### config.mk
export PLATFORM = sky130hd
export DESIGN_NAME = jk_excitation_driver
export DESIGN_NICKNAME = d
export VERILOG_FILES = /design/src/rtl/jk_excitation_driver.sv
export SDC_FILE = /design/constraint.sdc
export NUM_CORES = 1
export LEC_CHECK = 0
export CORE_UTILIZATION = 55
export CTS_BUF_LIST = sky130_fd_sc_hd__clkbuf_4
export DETAILED_ROUTE_END_ITERATION = 16
export GPL_ROUTABILITY_DRIVEN = 0
export GPL_TIMING_DRIVEN = 0
export PLACE_DENSITY = 0.93
export SLEW_MARGIN = 20
export SYNTH_ARGS = -nofsm -noshare
export SYNTH_HDL_FRONTEND = slang
export SYNTH_SLANG_ARGS = --single-unit
export TNS_END_PERCENT = 100
### constraint.sdc
create_clock -name Clk -period 4.66 [get_ports Clk]
set_input_delay 1.398 -clock Clk [delete_from_list [all_inputs] [get_ports Clk]]
set_output_delay 1.398 -clock Clk [all_outputs]
set_load 0.01 [all_outputs]
### src/rtl/jk_excitation_driver.sv
// jk_excitation_driver
// Drives a bank of JK flip-flops towards a requested value. A request
// produces a single-cycle excitation pulse on J/K, waits for the bank to
// settle, and then compares the fed-back Q against the latched target.
// A mismatch triggers another pulse, computed from the current Q, until the
// retry allowance is used up. Completion is reported with a one-cycle Done
// pulse, and Error is raised alongside Done when the target was never reached.

module jk_excitation_driver #(
    parameter int WIDTH     = 4,
    parameter int SETTLE    = 1,
    parameter int MAX_RETRY = 2
) (
    input  logic             Clk,
    input  logic             Rst_n,
    input  logic             Start,
    input  logic [WIDTH-1:0] Target,
    input  logic             Mode,
    input  logic [WIDTH-1:0] Q_fb,
    output logic [WIDTH-1:0] J,
    output logic [WIDTH-1:0] K,
    output logic             Busy,
    output logic             Done,
    output logic             Error
);

    // The settle counter and retry counter are narrow and fixed in width.
    // SETTLE tops out at 15 and MAX_RETRY tops out at 7, so 4 and 3 bits cover
    // the full legal ranges.
    localparam logic [3:0] SettleLast = 4'(SETTLE - 1);
    localparam logic [2:0] RetryLimit = 3'(MAX_RETRY);

    typedef enum logic [1:0] {
        S_IDLE,
        S_DRIVE,
        S_SETTLE,
        S_CHECK
    } state_t;

    state_t state_q, state_d;

    logic [WIDTH-1:0] target_q, target_d;
    logic             mode_q,   mode_d;
    logic [2:0]       retry_q,  retry_d;
    logic [3:0]       settle_q, settle_d;
    logic [WIDTH-1:0] j_q,      j_d;
    logic [WIDTH-1:0] k_q,      k_d;
    logic             busy_q,   busy_d;
    logic             done_q,   done_d;
    logic             error_q,  error_d;

    // Excitation source selection and the resulting J/K values.
    logic [WIDTH-1:0] exTarget;
    logic             exMode;
    logic [WIDTH-1:0] exJ;
    logic [WIDTH-1:0] exK;

    // In IDLE the pulse is built from the incoming request, because it has
    // not been latched yet. Retries always use the latched request.
    always_comb begin
        exTarget = target_q;
        exMode   = mode_q;
        if (state_q == S_IDLE) begin
            exTarget = Target;
            exMode   = Mode;
        end
    end

    // Per-bit excitation table. Bits that already match get J=K=0. A bit
    // rising gets J (plus K in toggle mode). A bit falling gets K (plus J in
    // toggle mode).
    always_comb begin
        exJ = (~Q_fb & exTarget) | (Q_fb & ~exTarget & {WIDTH{exMode}});
        exK = (Q_fb & ~exTarget) | (~Q_fb & exTarget & {WIDTH{exMode}});
    end

    // Next-state and next-output logic. J/K and the Done/Error pulses default
    // to zero, so they are only non-zero in the single cycle that follows the
    // branch that sets them.
    always_comb begin
        state_d  = state_q;
        target_d = target_q;
        mode_d   = mode_q;
        retry_d  = retry_q;
        settle_d = settle_q;
        busy_d   = busy_q;
        j_d      = '0;
        k_d      = '0;
        done_d   = 1'b0;
        error_d  = 1'b0;

        unique case (state_q)
            S_IDLE: begin
                busy_d = 1'b0;
                if (Start) begin
                    target_d = Target;
                    mode_d   = Mode;
                    retry_d  = '0;
                    j_d      = exJ;
                    k_d      = exK;
                    busy_d   = 1'b1;
                    state_d  = S_DRIVE;
                end
            end

            S_DRIVE: begin
                settle_d = '0;
                state_d  = S_SETTLE;
            end

            S_SETTLE: begin
                if (settle_q == SettleLast) begin
                    state_d = S_CHECK;
                end else begin
                    settle_d = settle_q + 4'd1;
                end
            end

            S_CHECK: begin
                if (Q_fb == target_q) begin
                    done_d  = 1'b1;
                    busy_d  = 1'b0;
                    state_d = S_IDLE;
                end else if (retry_q < RetryLimit) begin
                    retry_d = retry_q + 3'd1;
                    j_d     = exJ;
                    k_d     = exK;
                    state_d = S_DRIVE;
                end else begin
                    done_d  = 1'b1;
                    error_d = 1'b1;
                    busy_d  = 1'b0;
                    state_d = S_IDLE;
                end
            end

            default: begin
                busy_d  = 1'b0;
                state_d = S_IDLE;
            end
        endcase
    end

    // FSM state register. Reset returns to IDLE at once, without waiting for
    // a clock edge.
    always_ff @(posedge Clk or negedge Rst_n) begin
        if (!Rst_n) begin
            state_q <= S_IDLE;
        end else begin
            state_q <= state_d;
        end
    end

    // Latched request, counters, and the registered outputs. All of them are
    // cleared asynchronously, so the bank stops being excited at once.
    always_ff @(posedge Clk or negedge Rst_n) begin
        if (!Rst_n) begin
            target_q <= '0;
            mode_q   <= 1'b0;
            retry_q  <= '0;
            settle_q <= '0;
            j_q      <= '0;
            k_q      <= '0;
            busy_q   <= 1'b0;
            done_q   <= 1'b0;
            error_q  <= 1'b0;
        end else begin
            target_q <= target_d;
            mode_q   <= mode_d;
            retry_q  <= retry_d;
            settle_q <= settle_d;
            j_q      <= j_d;
            k_q      <= k_d;
            busy_q   <= busy_d;
            done_q   <= done_d;
            error_q  <= error_d;
        end
    end

    assign J     = j_q;
    assign K     = k_q;
    assign Busy  = busy_q;
    assign Done  = done_q;
    assign Error = error_q;

endmodule

==> impl_metrics.json, run 1 <==
{
  "grt_usage_pct": 22.8,
  "ff2ff_setup_slack_ns": 2.84,
  "die_w_um": 51.4,
  "finClkSkew_ns": 0.0106,
  "seq_area_frac_synth_pct": 46.6,
  "worstSetupStartpointType": "primary input",
  "vias": 1059,
  "crit_type": "primary input to flop",
  "synthDistinctLibCells": 33,
  "synth_top_cells_by_count": "dfrtp_1, nor2_1, nand2_1, ha_1",
  "grt_antenna_before_repair": 0,
  "critPathMaxFanout": 8,
  "grt_pass1_vias": 1078,
  "holdBufCountCts": 0,
  "hold_viol": 0,
  "clock_latency_ns": 0.31,
  "p_leak_nw": 0.720,
  "r2r-start": "state_q[0]$_DFFE_PN0P_",
  "hold_start": "mode_q$_DFFE_PN0P_",
  "ant_nets": 0,
  "dieArea_sq_mm": 0.00265,
  "ys_ff_latch": 25,
  "routed_via_density": 5.72,
  "yosys-top-cells-area": "dfrtp_1, ha_1, mux2_2, nor2_1, mux2i_1",
  "synth_edf_count": 0,
  "cts_setup_buffers": 0,
  "postSynthCellCount": 131,
  "globalRoute.totalOverflow": 0,
  "fp.coreArea_sq_mm": 0.00225,
  "layout-drive-gt1-share_pct": 10.8,
  "crit_required_ns": 4.84,
  "diodes": 0,
  "cts_buffers": 3,
  "synth.most_common_cell": "dfrtp_1",
  "drt_iter0_markers": 16,
  "dp_cells": 181,
  "netlist_area_sq_mm": 0.00134,
  "async_flop_share_pct": 100,
  "io_pins": 23,
  "outcome": "finished, final reports clean",
  "finalSetupViolCount": 0,
  "syn_avg_cell_area_sq_um": 10.3,
  "grt_pass1_wl_mm": 4.40,
  "hpwl_mm": 1.95,
  "synthDominantCellAreaShare_pct": 46.6,
  "wl_mm": 2.49,
  "num_rows": 17,
  "ir_drop_uv": 409,
  "clock_sinks": 25,
  "fmax_mhz": 368,
  "period_share_pct": 58.4,
  "power_w": 0.000923,
  "cts_tree": "built",
  "finalNonFillerCells": 185,
  "ys.flop_type": "dfrtp_1",
  "start_util_pct": 59.6,
  "period_needed_ns": 2.72,
  "die_h_um": 51.4,
  "nNetsFinal": 178,
  "routed_wire_length_per_instance_um": 13.4,
  "crit_arrival_ns": 2.90,
  "drc": 0,
  "rsz0062_at_grt": "no",
  "yosysWarnings": 0,
  "dr.pass1.iters": 6,
  "tightest_slew_ns": 0.542,
  "clock_path_buffers": 2,
  "cts_root_buf": "clkbuf_4",
  "io_buffers": 22,
  "maxCapViolCount": 0,
  "cp-startpoint": "Q_fb[0]",
  "yosysTopAreaCell": "dfrtp_1",
  "cts_htree_levels": 1,
  "syn_nets": 151,
  "clk_pin_slew_ns": 0.13,
  "fin_util_pct": 72.0,
  "powerDensity_mw_per_mm2": 568,
  "area_growth_pct": 20.9,
  "tns_ns": 0,
  "fill_cells": 168,
  "slew_viol_final": 0,
  "grt_max_degree": 26,
  "relSlewSlack_pct": 63.9,
  "worstHoldPathType": "flop to flop",
  "cp-end-kind": "flop",
  "post_cts_resized": 0
}
## state kept, by name, indices dropped and copies added, names as in the netlist
signal	count
Done	1
retry_q	3
target_q	4
mode_q	1
J	4
Error	1
settle_q	4
state_q	2
K	4
Busy	1
## through the flow
step / hold slack [ns] / area, sq um / worst slack [ns]
floorplan: 0.497 / 1340 / 2.36
global placement: 0.525 / 1600 / 1.67
detailed placement: 0.525 / 1600 / 1.62
CTS: 0.555 / 1630 / 1.97
global route: 0.570 / 1620 / 1.85
finish: 0.555 / 1620 / 1.94
## critical path, cell delays in order
cell	delay, ns
clkdlybuf4s50_1	0.57
xnor2_1	0.17
nand4_2	0.23
a41oi_2	0.43
nor2_1	0.10
## power by group
part           leakage (nW)  total [W]  switching (W)  internal [W]
Clock                0.0184  0.0000973      0.0000582     0.0000392
Sequential            0.329   0.000334      0.0000467      0.000287
Combinational         0.373   0.000492       0.000261      0.000231
Total                 0.720   0.000923       0.000365      0.000558
## path summary, 6_finish.rpt
| kind | end | cells after the start |
|---|---|---|
| worst max register to register | retry_q[0]$_DFFE_PN0P_ | 6 |
| max in group asynchronous | J[0]$_DFF_PN0_ | 1 |
| min in group asynchronous | target_q[0]$_DFFE_PN0P_ | 1 |
| worst min-delay path | mode_q$_DFFE_PN0P_ | 1 |
| worst max-delay path | K[1]$_DFF_PN0_ | 5 |
| worst min register to register | mode_q$_DFFE_PN0P_ | 1 |
## final cells by class
cell class	instances	area [sq um]	share of cell area, %
plain buffers	2	10.0	0.616
multi-input cells	97	682	42.0
inverters	7	26.3	1.62
flip-flops and latches	25	626	38.5
clock buffers	4	30.0	1.85
well taps	28	35.0	2.16
repair buffers	22	215	13.3
## routing by layer
metal / track usage [%] / vias up / share of wire, %
li1: - / 510 / -
met1: 25.6 / 512 / 41
met2: 42.4 / 33 / 54
met3: 3.57 / 4 / 3.9
met4: 8.56 / 0 / 0.68
met5: 0 / - / 0
## layout by cell type, fill, tap and decap left out
master	synthesis	final
or2_2	1	1
clkbuf_4	0	4
a21oi_1	6	6
o22ai_1	1	1
a311o_1	1	1
nand2_1	9	9
nor3b_1	2	2
a31oi_1	1	1
buf_2	2	3
and3_1	1	1
o21ai_0	2	2
and2_1	1	1
clkdlybuf4s50_1	0	21
nand3_1	7	7
or3b_1	1	1
nand4_2	1	1
o31ai_1	2	2
mux2_2	6	6
nor2b_1	3	3
dfrtp_1	25	25
o21a_1	5	5
ha_1	8	8
a41oi_1	1	1
nand4b_1	1	1
nor4b_1	1	1
a41oi_2	1	1
nand2b_1	2	2
o21ai_1	2	2
mux2_1	1	1
mux2i_1	5	5
xnor2_1	5	5
inv_1	7	7
a21oi_2	1	1
nor2_1	14	14
nor3_1	5	5
## cell families after synthesis
kind of cell	after synthesis	share of synthesized area [%]
buf+inv	9	2.70
compound gates	23	11.8
fa+ha+maj	8	7.45
flops	25	46.6
simple gates	49	18.6
xor+xnor	5	3.26
mux	12	9.59
No activity file was read; power rests on OpenSTA's default activity.
==> run 2, diff against run 1 <==
- CORE_UTILIZATION: 55 -> 54
- PLACE_DENSITY: 0.93 -> 0.92
- clock period: 4.66 -> 2.7 ns (I/O delays scaled with it)
==> run 2 against run 1 <==
Net effect: clock skew shrank 0.0098 ns; clock power up 77%; global-route usage down 1.9 points; critical path depth stayed put; non-clock buffer count did not move; worst setup slack worse by 1.4 ns; combinational power grew 71%; critical endpoint unchanged; largest power group unchanged.
==> impl_metrics.json, run 2 (synthesized netlist as in run 1, its figures left out) <==
{
  "clock_latency_ns": 0.31,
  "maxCapViolCount": 0,
  "finalSetupViolCount": 0,
  "p_leak_nw": 0.720,
  "crit_arrival_ns": 2.34,
  "layout-drive-gt1-share_pct": 10.8,
  "layout_common_cells": "dfrtp_1, clkdlybuf4s50_1, nor2_1, nand2_1, ha_1",
  "slew_viol_final": 0,
  "cp-end-kind": "flop",
  "outcome": "finished, final reports clean",
  "vias": 1053,
  "power_w": 0.00159,
  "clock_path_buffers": 2,
  "routed_wire_length_per_instance_um": 12.9,
  "diodes": 0,
  "drt_iter0_markers": 16,
  "routed_via_density": 5.69,
  "layout_commonest_cell": "dfrtp_1",
  "tightest_slew_ns": 0.549,
  "num_rows": 17,
  "crit_type": "primary input to flop",
  "grt_antenna_before_repair": 0,
  "grt_usage_pct": 20.8,
  "fp.coreArea_sq_mm": 0.00228,
  "dieArea_sq_mm": 0.00269,
  "cts_htree_levels": 1,
  "hold_viol": 0,
  "globalRoute.totalOverflow": 0,
  "die_w_um": 51.9,
  "ant_nets": 0,
  "hpwl_mm": 1.84,
  "clk_pin_slew_ns": 0.12,
  "start_util_pct": 59.0,
  "fmax_mhz": 465,
  "cts_buffers": 3,
  "powerDensity_mw_per_mm2": 978,
  "ir_drop_uv": 619,
  "cts_root_buf": "clkbuf_4",
  "io_pins": 23,
  "dr.pass1.iters": 4,
  "critPathMaxFanout": 8,
  "cts_setup_buffers": 0,
  "cts_tree": "built",
  "grt_max_degree": 26,
  "grt_pass1_vias": 1006,
  "period_share_pct": 79.6,
  "grt_pass1_wl_mm": 4.05,
  "holdBufCountCts": 0,
  "relSlewSlack_pct": 63.4,
  "rsz0062_at_grt": "no",
  "drc": 0,
  "io_buffers": 22,
  "wl_mm": 2.38,
  "worstHoldPathType": "primary input to async pin",
  "crit_required_ns": 2.90,
  "post_cts_resized": 0,
  "finClkSkew_ns": 0.000805,
  "period_needed_ns": 2.15,
  "worstSetupStartpointType": "primary input",
  "area_growth_pct": 20.9,
  "die_h_um": 51.9,
  "nNetsFinal": 178,
  "clock_sinks": 25,
  "tns_ns": 0
}
## run 2: layer usage
layer | vias to the layer above | share of wire (%) | GRT usage [%]
li1 | 511 | - | -
met1 | 514 | 42 | 24.4
met2 | 24 | 54 | 35.9
met3 | 4 | 3.2 | 3.51
met4 | 0 | 1.3 | 11.3
met5 | - | 0 | 0
## run 2: layout make-up
cell class | instances | area [sq um]
sequential | 25 | 626
buffer | 2 | 10.0
tap | 28 | 35.0
clock buffer | 4 | 30.0
multi-input combinational | 97 | 682
inverter | 7 | 26.3
fill | 170 | 652
timing repair buffer | 22 | 215
## run 2: power by group
part | leakage (nW) | switching, W | internal (W) | total (W)
clock | 0.0184 | 0.000105 | 0.0000678 | 0.000172
sequential | 0.329 | 0.0000786 | 0.000496 | 0.000575
combinational | 0.373 | 0.000442 | 0.000399 | 0.000841
## run 2: worst max-delay path: stages
cell	delay, ns
clkdlybuf4s50_1	0.50
xnor2_1	0.26
nand4_2	0.22
a41oi_2	0.44
nor2_1	0.11
## run 2: path summary, 6_finish.rpt
check / startpoint / end / slack (ns) / cells past startpoint
setup reg to reg: state_q[0]$_DFFE_PN0P_ / retry_q[0]$_DFFE_PN0P_ / 0.93 / 6
max in group asynchronous: Rst_n / K[0]$_DFF_PN0_ / 1.88 / 1
hold reg to reg: mode_q$_DFFE_PN0P_ / mode_q$_DFFE_PN0P_ / 0.57 / 1
min in group Clk: mode_q$_DFFE_PN0P_ / mode_q$_DFFE_PN0P_ / 0.57 / 1
setup / recovery: Q_fb[1] / K[1]$_DFF_PN0_ / 0.55 / 5
hold / removal: Rst_n / settle_q[0]$_DFFE_PN0P_ / 0.46 / 1
## run 2: through the flow
stage / worst slack [ns] / hold slack, ns / cell area (sq um) / util [%] / std cells
final: 0.551 / 0.463 / 1620 / 71.4 / 185
after global routing: 0.476 / 0.486 / 1620 / 71.4 / 185
after CTS: 0.549 / 0.574 / 1630 / 71.6 / 185
after detailed placement: 0.200 / 0.545 / 1600 / 70.3 / 181
after global placement: 0.313 / 0.525 / 1600 / 70.3 / 181
after floorplan: 0.984 / 0.497 / 1340 / - / 131
==> run 3, diff against run 2 <==
- clock period: 2.7 -> 2.1 ns (I/O delays scaled with it)
==> results of run 3 <==
Same layout as run 2 (identical final DEF). Status: finished, final reports clean.
Among the figures that moved: setup slack after placement 0.200 ns -> -0.220 ns; setup slack after layout 0.551 ns -> 0.131 ns; hold slack 0.463 ns -> 0.283 ns; register-to-register setup slack 0.93 ns -> 0.33 ns; total power 0.00159 W -> 0.00204 W; worst IR drop on VDD 619 uV -> 795 uV
